$ cat src/rtl/cmd_pkg.sv
// rtl/cmd_pkg.sv - shared constants, state encoding and frame check for cmd_master
//
// Purpose: framing bytes, opcodes, response status codes, FSM state enum
//          and the command-body status check used by cmd_master.
// Ports:   none (package).

package cmd_pkg;

   localparam logic [7:0] SOF      = 8'hA5;
   localparam logic [7:0] RSP      = 8'h5A;
   localparam logic [7:0] OP_WR    = 8'h01;
   localparam logic [7:0] OP_RD    = 8'h02;

   localparam logic [7:0] ST_OK    = 8'h00;
   localparam logic [7:0] ST_CHK   = 8'h01;
   localparam logic [7:0] ST_OP    = 8'h02;
   localparam logic [7:0] ST_RD_TO = 8'h03;

   typedef enum logic [2:0] {
      S_HUNT,
      S_COLLECT,
      S_CHECK,
      S_WRITE,
      S_READ_REQ,
      S_READ_WAIT,
      S_RESP
   } state_t;

   // body = {OP, AH, AL, DH, DL, CHK}; checksum is judged before the opcode
   function automatic logic [7:0] frame_status(input logic [47:0] body);
      logic [7:0] sum;
      sum = body[47:40] ^ body[39:32] ^ body[31:24] ^ body[23:16] ^ body[15:8];
      if (sum != body[7:0]) begin
         return ST_CHK;
      end else if (body[47:40] != OP_WR && body[47:40] != OP_RD) begin
         return ST_OP;
      end else begin
         return ST_OK;
      end
   endfunction

endpackage

$ cat src/rtl/cmd_tx_ser.sv
// rtl/cmd_tx_ser.sv - 5-byte response serialiser with valid/ready handshake
//
// Purpose: latches a 5-byte response on load and presents it byte by byte,
//          holding each byte until the sink accepts it.
// Ports:   clk, reset (sync, active high)
//          load, load_data[39:0]  response, first byte in [39:32]
//          tdata[7:0], tvalid     registered byte stream out
//          tready                 sink accepts when tvalid && tready
//          tlast                  current byte is the final one

module cmd_tx_ser (
   input  logic        clk,
   input  logic        reset,
   input  logic        load,
   input  logic [39:0] load_data,
   output logic [7:0]  tdata,
   output logic        tvalid,
   input  logic        tready,
   output logic        tlast
);

   logic [31:0] rest_q;
   logic [2:0]  idx_q;

   assign tlast = (idx_q == 3'd4);

   always_ff @(posedge clk) begin
      if (reset) begin
         tdata  <= 8'h00;
         tvalid <= 1'b0;
         rest_q <= 32'h0;
         idx_q  <= 3'd0;
      end else if (load) begin
         tdata  <= load_data[39:32];
         rest_q <= load_data[31:0];
         tvalid <= 1'b1;
         idx_q  <= 3'd0;
      end else if (tvalid && tready) begin
         if (tlast) begin
            tvalid <= 1'b0;
            tdata  <= 8'h00;
            idx_q  <= 3'd0;
         end else begin
            tdata  <= rest_q[31:24];
            rest_q <= {rest_q[23:0], 8'h00};
            idx_q  <= idx_q + 3'd1;
         end
      end
   end

endmodule

$ cat src/rtl/cmd_master.sv
// rtl/cmd_master.sv - byte-stream command frame parser driving the set_* register bus
//
// Purpose: parses A5-framed 7-byte commands, issues one register write or read,
//          returns a 5-byte 5A-framed response.
// Ports:   clk_i, reset_i (sync, active high)
//          rx_data/rx_valid/rx_ready        command byte stream in
//          tx_data/tx_valid/tx_ready        response byte stream out
//          set_wr_en/set_wr_addr/set_wr_data register write strobe
//          set_rd_en/set_rd_addr            register read strobe
//          set_rd_data/set_rd_data_en       read return
//          frame_err                        one-cycle error pulse

module cmd_master
   import cmd_pkg::*;
#(
   parameter int RD_TIMEOUT    = 8,
   parameter int FRAME_TIMEOUT = 1000
) (
   input  logic        clk_i,
   input  logic        reset_i,
   input  logic [7:0]  rx_data,
   input  logic        rx_valid,
   output logic        rx_ready,
   output logic [7:0]  tx_data,
   output logic        tx_valid,
   input  logic        tx_ready,
   output logic        set_wr_en,
   output logic [15:0] set_wr_addr,
   output logic [15:0] set_wr_data,
   output logic        set_rd_en,
   output logic [15:0] set_rd_addr,
   input  logic [15:0] set_rd_data,
   input  logic        set_rd_data_en,
   output logic        frame_err
);

   state_t      state, state_nxt;
   logic [2:0]  byte_cnt, byte_cnt_nxt;
   logic [15:0] idle_cnt, idle_cnt_nxt;
   logic [7:0]  wait_cnt, wait_cnt_nxt;
   logic [47:0] frame_q, frame_nxt;

   logic        rx_ready_nxt;
   logic        wr_en_nxt, rd_en_nxt, frame_err_nxt;
   logic [15:0] wr_addr_nxt, wr_data_nxt, rd_addr_nxt;

   logic        accept;
   logic        tx_last;
   logic        load;
   logic [7:0]  load_st;
   logic [15:0] load_rd;
   logic [39:0] load_data;

   // rx_ready is registered and tracks the state, so a handshake always
   // lands in HUNT or COLLECT
   assign accept    = rx_valid && rx_ready;
   assign load_data = {RSP, load_st, load_rd, load_st ^ load_rd[15:8] ^ load_rd[7:0]};

   always_ff @(posedge clk_i) begin
      if (reset_i) begin
         state       <= S_HUNT;
         byte_cnt    <= 3'd0;
         idle_cnt    <= 16'd0;
         wait_cnt    <= 8'd0;
         frame_q     <= 48'h0;
         rx_ready    <= 1'b0;
         set_wr_en   <= 1'b0;
         set_wr_addr <= 16'h0;
         set_wr_data <= 16'h0;
         set_rd_en   <= 1'b0;
         set_rd_addr <= 16'h0;
         frame_err   <= 1'b0;
      end else begin
         state       <= state_nxt;
         byte_cnt    <= byte_cnt_nxt;
         idle_cnt    <= idle_cnt_nxt;
         wait_cnt    <= wait_cnt_nxt;
         frame_q     <= frame_nxt;
         rx_ready    <= rx_ready_nxt;
         set_wr_en   <= wr_en_nxt;
         set_wr_addr <= wr_addr_nxt;
         set_wr_data <= wr_data_nxt;
         set_rd_en   <= rd_en_nxt;
         set_rd_addr <= rd_addr_nxt;
         frame_err   <= frame_err_nxt;
      end
   end

   always_comb begin
      state_nxt     = state;
      byte_cnt_nxt  = byte_cnt;
      idle_cnt_nxt  = idle_cnt;
      wait_cnt_nxt  = wait_cnt;
      frame_nxt     = frame_q;
      wr_en_nxt     = 1'b0;
      wr_addr_nxt   = set_wr_addr;
      wr_data_nxt   = set_wr_data;
      rd_en_nxt     = 1'b0;
      rd_addr_nxt   = set_rd_addr;
      frame_err_nxt = 1'b0;
      load          = 1'b0;
      load_st       = ST_OK;
      load_rd       = 16'h0;

      case (state)
         S_HUNT: begin
            if (accept && rx_data == SOF) begin
               state_nxt    = S_COLLECT;
               byte_cnt_nxt = 3'd0;
               idle_cnt_nxt = 16'd0;
            end
         end
         S_COLLECT: begin
            if (accept) begin
               frame_nxt    = {frame_q[39:0], rx_data};
               idle_cnt_nxt = 16'd0;
               byte_cnt_nxt = byte_cnt + 3'd1;
               if (byte_cnt == 3'd5) begin
                  state_nxt     = S_CHECK;
                  // judged on entry so the pulse lines up with the CHECK cycle
                  frame_err_nxt = (frame_status(frame_nxt) != ST_OK);
               end
            end else if (idle_cnt == 16'(FRAME_TIMEOUT - 1)) begin
               frame_err_nxt = 1'b1;
               state_nxt     = S_HUNT;
            end else begin
               idle_cnt_nxt = idle_cnt + 16'd1;
            end
         end
         S_CHECK: begin
            if (frame_status(frame_q) != ST_OK) begin
               load      = 1'b1;
               load_st   = frame_status(frame_q);
               state_nxt = S_RESP;
            end else if (frame_q[47:40] == OP_WR) begin
               state_nxt   = S_WRITE;
               wr_en_nxt   = 1'b1;
               wr_addr_nxt = frame_q[39:24];
               wr_data_nxt = frame_q[23:8];
            end else begin
               state_nxt   = S_READ_REQ;
               rd_en_nxt   = 1'b1;
               rd_addr_nxt = frame_q[39:24];
            end
         end
         S_WRITE: begin
            load      = 1'b1;
            state_nxt = S_RESP;
         end
         S_READ_REQ: begin
            // wait_cnt holds k, the number of cycles since set_rd_en
            wait_cnt_nxt = 8'd1;
            state_nxt    = S_READ_WAIT;
         end
         S_READ_WAIT: begin
            if (set_rd_data_en) begin
               load      = 1'b1;
               load_rd   = set_rd_data;
               state_nxt = S_RESP;
            end else if (wait_cnt == 8'(RD_TIMEOUT)) begin
               load          = 1'b1;
               load_st       = ST_RD_TO;
               frame_err_nxt = 1'b1;
               state_nxt     = S_RESP;
            end else begin
               wait_cnt_nxt = wait_cnt + 8'd1;
            end
         end
         S_RESP: begin
            if (tx_valid && tx_ready && tx_last) begin
               state_nxt = S_HUNT;
            end
         end
         default: begin
            state_nxt = S_HUNT;
         end
      endcase

      rx_ready_nxt = (state_nxt == S_HUNT) || (state_nxt == S_COLLECT);
   end

   cmd_tx_ser u_tx_ser (
      .clk       (clk_i),
      .reset     (reset_i),
      .load      (load),
      .load_data (load_data),
      .tdata     (tx_data),
      .tvalid    (tx_valid),
      .tready    (tx_ready),
      .tlast     (tx_last)
   );

endmodule

$ cat config.mk
export PLATFORM = sky130hd
export DESIGN_NAME = cmd_master
export DESIGN_NICKNAME = d
export VERILOG_FILES = /design/src/rtl/cmd_pkg.sv /design/src/rtl/cmd_tx_ser.sv /design/src/rtl/cmd_master.sv
export SDC_FILE = /design/constraint.sdc
export NUM_CORES = 1
export LEC_CHECK = 0
export BUFFER_PORTS_ARGS = -buffer_cell sky130_fd_sc_hd__buf_2
export CELL_PAD_IN_SITES_DETAIL_PLACEMENT = 0
export CELL_PAD_IN_SITES_GLOBAL_PLACEMENT = 1
export CORE_AREA = 2 2 115 162
export CTS_BUF_LIST = sky130_fd_sc_hd__clkbuf_16
export CTS_CLUSTER_DIAMETER = 100
export CTS_CLUSTER_SIZE = 14
export DETAILED_ROUTE_END_ITERATION = 6
export DIE_AREA = 0 0 117 164
export GPL_TIMING_DRIVEN = 0
export PLACE_DENSITY_LB_ADDON = 0.1
export SLEW_MARGIN = 10
export SYNTH_ARGS = -nofsm -noshare
export SYNTH_HDL_FRONTEND = slang
export SYNTH_SLANG_ARGS = --single-unit
$ cat constraint.sdc
create_clock -name clk_i -period 3.52 [get_ports clk_i]
set_input_delay 0.352 -clock clk_i [delete_from_list [all_inputs] [get_ports clk_i]]
set_output_delay 0.352 -clock clk_i [all_outputs]
set_load 0.02 [all_outputs]
# Word level (Yosys, flattened, before mapping)

Cells that the tools add are included.

Output and inout bits: 61
Logic and storage cells: 139
Register bits after elaboration: 174
Input port bits: 29

Equal/unequal tests: 25
Reduce and logical (&&, ||, !) cells: 25
Mux-type cells: 55
Add/sub/neg operators: 4
Bitwise operators: 13

Operator list:

| operator                                                          | count |
|---|---|
| 32-bit 2-to-1 mux                                                 | 3 |
| 16-bit 2-to-1 mux                                                 | 5 |
| 8-bit bitwise XOR                                                 | 10 |
| 8-bit 2-to-1 mux                                                  | 7 |
| 3-bit 2-to-1 mux                                                  | 12 |
| 16-bit one-hot mux with 2 select lines                            | 1 |
| 3-bit one-hot mux with 7 select lines                             | 1 |
| 16-bit by 1-bit adder with 16-bit output, second input constant   | 1 |
| 16-bit by 10-bit == test with 1-bit output, second input constant | 1 |
| 8-bit by 1-bit != test with 1-bit output, second input constant   | 2 |
| 8-bit by 2-bit != test with 1-bit output, second input constant   | 2 |
| 8-bit != test                                                     | 2 |
| 8-bit one-hot mux with 2 select lines                             | 1 |
| 8-bit nonzero test                                                | 2 |
| 3-bit == test, second input constant                              | 5 |
| 3-bit AND reduction                                               | 5 |
| 2-bit 2-to-1 mux                                                  | 7 |
| 7-bit 2-to-1 mux                                                  | 2 |
| 1-bit 2-to-1 mux                                                  | 12 |
| 8-bit by 1-bit adder with 8-bit output, second input constant     | 1 |
| 8-bit by 1-bit == test with 1-bit output, second input constant   | 1 |
| 8-bit by 4-bit == test with 1-bit output, second input constant   | 1 |
| 8-bit == test, second input constant                              | 1 |
| 2-bit != test, second input constant                              | 4 |
| other kinds (17)                                                  | 33 |

# Depth between registers and ports, before layout

Depth after elaboration: 13
Depth in mapped cells: 10
Mapped depth without buffers: 9

# Cells and area by module

Synthesis repeated with hierarchy kept, for this count alone.

Cell total of the unflattened synthesis: 1022
Area total of the unflattened synthesis: 8557.0 um^2

Modules (own cells, without submodules):

| module     | area an instance (um^2) | instances | cells each | seq. area each (um^2) |
|---|---|---|---|---|
| cmd_master | 6422.4                  | 1         | 780        | 2602.5 |
| cmd_tx_ser | 2134.5                  | 1         | 242        | 880.8 |

# Worst setup path after synthesis

OpenSTA, ideal clock, no wires.

Kind: register -> register
Start point: register frame_q[7]
End point: register set_rd_addr[10]
Library setup time: 128 ps
Data required time: 3392 ps
Data arrival time: 2305 ps
Stages on the path, launching flop included: 10
Path buffers: 2
Period minus slack after synthesis: 2432 ps
Path slack: 1088 ps
Cell sequence: dfxtp_1 > xnor3_1 > xnor3_1 > nor3_2 > nand2b_1 > buf_6 > nor3_4 > buf_8 > mux2i_1 > nor2_1

Longest elaborated chain between the ends: 6

RTL lines:

| what                          | line              | source |
|---|---|---|
| start, declared               | cmd_master.sv:41  | `logic [47:0] frame_q, frame_nxt;` |
| start signal, assigned        | cmd_master.sv:78  | `frame_q <= frame_nxt;` |
| 8-bit != test                 | cmd_pkg.sv:33     | `if (sum != body[7:0]) begin` |
| 2-bit 2-to-1 mux              | cmd_pkg.sv:33     |  |
| 8-bit 2-to-1 mux              | cmd_master.sv:105 | `case (state)` |
| 8-bit nonzero test            | cmd_master.sv:131 | `if (frame_status(frame_q) != ST_OK) begin` |
| 1-bit NOT (no line)           | -                 |  |
| 3-bit AND reduction (no line) | -                 |  |
| end signal, assigned          | cmd_master.sv:84  | `set_rd_addr <= rd_addr_nxt;` |
| end, declared                 | cmd_master.sv:31  | `output logic [15:0] set_rd_addr,` |

Every way passes these cells. The select of a mux whose other input is x is not followed.
A chain may end at the register's enable or synchronous reset.

# Worst setup path in the final report

Start point: register frame_q[26]
End point: register set_wr_addr[0]

Longest elaborated chain between the ends: 9

RTL lines:

| what                            | line              | source |
|---|---|---|
| 8-bit bitwise XOR (3 in series) | cmd_pkg.sv:32     | `sum = body[47:40] ^ body[39:32] ^ body[31:24] ^ body[23:16] ^ body[15:8];` |
| 8-bit != test                   | cmd_pkg.sv:33     |  |
| 2-bit 2-to-1 mux                | cmd_pkg.sv:33     |  |
| 8-bit 2-to-1 mux                | cmd_master.sv:105 |  |
| 8-bit nonzero test              | cmd_master.sv:131 |  |
| 1-bit NOT (no line)             | -                 |  |
| 3-bit AND reduction (no line)   | -                 |  |
| end signal, assigned            | cmd_master.sv:81  | `set_wr_addr <= wr_addr_nxt;` |
| end, declared                   | cmd_master.sv:28  | `output logic [15:0] set_wr_addr,` |

Every way passes these cells. The select of a mux whose other input is x is not followed.

==> results_dict.tcl <==
set metrics [dict create \
    num_rows 58 \
    synth.distinct_cells 59 \
    timing.reg2reg.setup_slack_ns 0.58 \
    worstPathArrival_ns 3.24 \
    worstPathMaxFanout 10 \
    max-cap-violations 0 \
    antenna_cells 0 \
    place_hpwl_um 15230 \
    io_pins 90 \
    timing.final.crit_share_pct 83.58 \
    synthesis.instances 879 \
    synth-warning-count 0 \
    viasPerCell 5.123 \
    slowest_stage "sky130_fd_sc_hd__nor3_4" \
    clock_insertion_delay_worst_skew_ns 0.43 \
    setup_clock_skew_after_layout_ns 0.01117 \
    drive_above_1_share_pct 14.10 \
    nets 1023 \
    die_height_um 164 \
    vias 6352 \
    finalWorstPathRequiredPeriod_ns 2.942 \
    critPathKind "flip-flop to flip-flop" \
    timing.final.setup_violations 0 \
    final-hold-violation-count 0 \
    tightestPinTransition_ns 0.6927 \
    timing.critical_path.required_ns 3.82 \
    fill_cells 1750 \
    first_global_vias 6185 \
    final_core_util_pct 51.08 \
    worst_r2r_startpoint "frame_q[26]$_SDFFE_PP0P_" \
    cts_tree "done" \
    timing.final.ws_setup_ns 0.5779 \
    layout_common_cells "sky130_fd_sc_hd__nand2_1, sky130_fd_sc_hd__dfxtp_1, sky130_fd_sc_hd__nor2_1, sky130_fd_sc_hd__buf_2, sky130_fd_sc_hd__a21oi_1" \
    globalRouteTotalUtil_pct 22.19 \
    clock-root-buffer "sky130_fd_sc_hd__clkbuf_16" \
    synthesis.area_um2 7714 \
    start_util_pct 43.38 \
    dpl_worst_slack_ns 0.5945 \
    finalHoldWorstSlack_ns 0.1965 \
    antenna_found_initial 0 \
    cts_post_setup_buffers_inserted 0 \
    max-vdd-ir-drop_mv 0.2707 \
    path_depth_of_the_worst_reg2reg_path 8 \
    run_status "finished, final reports clean" \
    max_slew_vio_count 0 \
    cts_htree_levels 4 \
    crit_cells 8 \
    worst_slew_margin_rel_pct 53.82 \
    clock_sinks 174 \
    routed_wire_length_per_instance_um 16.57 \
    numCtsBuffers 17 \
    postSynth.topFlopCell "sky130_fd_sc_hd__dfxtp_1" \
    wirelength_um 20550 \
    grt_start_max_net_pins 18 \
    die_x_um 117 \
    post_syn_nets 915 \
    clk_pin_slew_worst_paths_ns 0.07 \
    startpoint "frame_q[26]$_SDFFE_PP0P_" \
    antenna_violating_nets_post_route 0 \
    timing.critical_path.to_type "flip-flop" \
    final.setup.tns_ns 0 \
    yosys-top-cells-area "sky130_fd_sc_hd__dfxtp_1, sky130_fd_sc_hd__nand2_1, sky130_fd_sc_hd__mux2i_1" \
    buffer_ports.inserted 89 \
    share_of_flip_flops_with_an_asynchronous_set_or_reset_pct 0 \
    fmax_mhz 339.9 \
    place.gp.congestion 0.8521 \
    crit_path_max_incr_delay_ns 0.54 \
    drcViolationCount 0 \
    r2r_end "set_wr_addr[0]$_SDFFE_PP0P_" \
    drtIter0Drc 314 \
    power.leakage_nw 3.592 \
    synth.ff_latch_count 174 \
    grt_pass1_wl_um 32500 \
    worst-path-buf-inv 1 \
    finalPower_w 0.004078 \
    start_kind "flip-flop" \
    cts_resized 0 \
    clockBufferDepth 2 \
    firstDrtPassIters 4 \
    final_common_cell "sky130_fd_sc_hd__nand2_1" \
    number_of_buffers_inserted_for_hold_repair_after_clock_tree_synthesis 0 \
    grt_setup_unrepaired "false" \
    cp_cell_sequence "xnor2_1 -> xnor3_1 -> a211oi_2 -> nand2_1 -> nor3_4 -> buf_6 -> mux2i_1 -> nor2_1" \
    crit_end "set_wr_addr[0]$_SDFFE_PP0P_" \
    synthesis.area_per_instance_um2 8.775 \
    min_path_type "input pin to flip-flop" \
    core-area_um2 17780 \
    power_density_nw_per_um2 449.0 \
    synth_largest_type_area_fraction_pct 45.16 \
    seq_area_frac_synth_pct 45.16 \
    floorplan.die_area_um2 19190 \
    areaGrowthSynthToFinish_pct 17.75 \
    synth_largest_area_cell "sky130_fd_sc_hd__dfxtp_1" \
    synth_edf_count 0 \
    cpLargestDelayFamily "simple AND/OR/NAND/NOR gates" \
    globalRoute.totalOverflow 0 \
]
==> cell type report <==
class	count	area, µm²	share of cell area (%)
well taps	240	300.3	3.306
repair buffers	89	445.4	4.904
clock inverters	15	197.7	2.177
multi-input cells	643	3943	43.41
clock buffers	17	425.4	4.684
plain buffers	54	257.7	2.838
flip-flops and latches	174	3483	38.35
inverters	8	30.03	0.3306
==> worst min-delay path by stage <==
stage | from | to | slack [ns] | depth (start not counted)
3_5_place_dp | u_tx_ser.rest_q[27]$_SDFFE_PP0P_ | u_tx_ser.rest_q[27]$_SDFFE_PP0P_ | 0.45 | 2
2_1_floorplan | u_tx_ser.rest_q[18]$_SDFFE_PP0P_ | u_tx_ser.rest_q[26]$_SDFFE_PP0P_ | 0.43 | 2
3_3_place_gp | u_tx_ser.rest_q[31]$_SDFFE_PP0P_ | u_tx_ser.rest_q[31]$_SDFFE_PP0P_ | 0.44 | 2
5_1_grt | rx_data[4] | frame_q[4]$_SDFFE_PP0P_ | 0.21 | 3
6_report | set_rd_data[14] | u_tx_ser.rest_q[22]$_SDFFE_PP0P_ | 0.20 | 3
4_1_cts | set_rd_data[14] | u_tx_ser.rest_q[22]$_SDFFE_PP0P_ | 0.19 | 3
==> synthesized netlist by cell type (4+ instances only) <==
library cell	n
sky130_fd_sc_hd__nand2_1	183
sky130_fd_sc_hd__dfxtp_1	174
sky130_fd_sc_hd__nor2_1	112
sky130_fd_sc_hd__a21oi_1	77
sky130_fd_sc_hd__mux2i_1	48
sky130_fd_sc_hd__clkbuf_1	43
sky130_fd_sc_hd__xnor2_1	24
sky130_fd_sc_hd__a22oi_1	22
sky130_fd_sc_hd__xnor3_1	17
sky130_fd_sc_hd__xor2_1	16
sky130_fd_sc_hd__nand3_1	15
sky130_fd_sc_hd__nor3_1	12
sky130_fd_sc_hd__o21ai_0	11
sky130_fd_sc_hd__nor2b_1	9
sky130_fd_sc_hd__inv_1	8
sky130_fd_sc_hd__ha_1	7
sky130_fd_sc_hd__a31oi_1	6
sky130_fd_sc_hd__a32oi_1	6
sky130_fd_sc_hd__nand2b_1	6
sky130_fd_sc_hd__nor4_1	6
sky130_fd_sc_hd__buf_2	5
sky130_fd_sc_hd__buf_6	5
sky130_fd_sc_hd__nand4_1	5
sky130_fd_sc_hd__nand4b_1	5
sky130_fd_sc_hd__a211oi_1	4
sky130_fd_sc_hd__and3_1	4
sky130_fd_sc_hd__or3_1	4
==> flip-flops by register name (all words and copies together) (netlist names), 8 cells and up <==
name,cells
frame_q,48
idle_cnt,16
set_rd_addr,16
set_wr_addr,16
set_wr_data,16
u_tx_ser.rest_q,32
u_tx_ser.tdata,8
wait_cnt,8
==> where the power goes <==
part	leakage, nW	total [W]	internal (W)	switching (W)
logic	1.88	0.0000989	0.0000330	0.0000659
registers	1.40	0.00197	0.00197	0.000000699
clock network	0.311	0.00201	0.00115	0.000864
total	3.59	0.00408	0.00315	0.000931
==> worst register-to-register path: stages (launching register included) <==
cell	delay, ns
sky130_fd_sc_hd__dfxtp_1	0.52
sky130_fd_sc_hd__xnor2_1	0.22
sky130_fd_sc_hd__xnor3_1	0.47
sky130_fd_sc_hd__a211oi_2	0.24
sky130_fd_sc_hd__nand2_1	0.29
sky130_fd_sc_hd__nor3_4	0.54
sky130_fd_sc_hd__buf_6	0.25
sky130_fd_sc_hd__mux2i_1	0.22
sky130_fd_sc_hd__nor2_1	0.05
==> cell families after synthesis <==
kind of cell,synth area share (%)
buffers and inverters,3.731
AO/OA/AOI/OAI,11.42
AND/OR/NAND/NOR,21.90
XOR/XNOR,10.43
adder cells (fa/ha/maj),1.135
flip-flops,45.16
multiplexers,6.229
==> stage by stage <==
step | cell area, µm² | std cells
detailed placement | 8459 | 1208
finish | 9082 | 1240
global route | 9082 | 1240
global placement | 8459 | 1208
CTS | 9082 | 1240
floorplan | 7714 | 879
==> metal layers <==
layer,up-vias,track usage [%],part of all wire (%)
li1,3217,-,-
met1,3001,25.15,42
met2,102,41.25,52
met3,32,3.284,2.5
met4,0,8.289,2.8
met5,-,0,0
No activity file was read; power rests on OpenSTA's default activity.
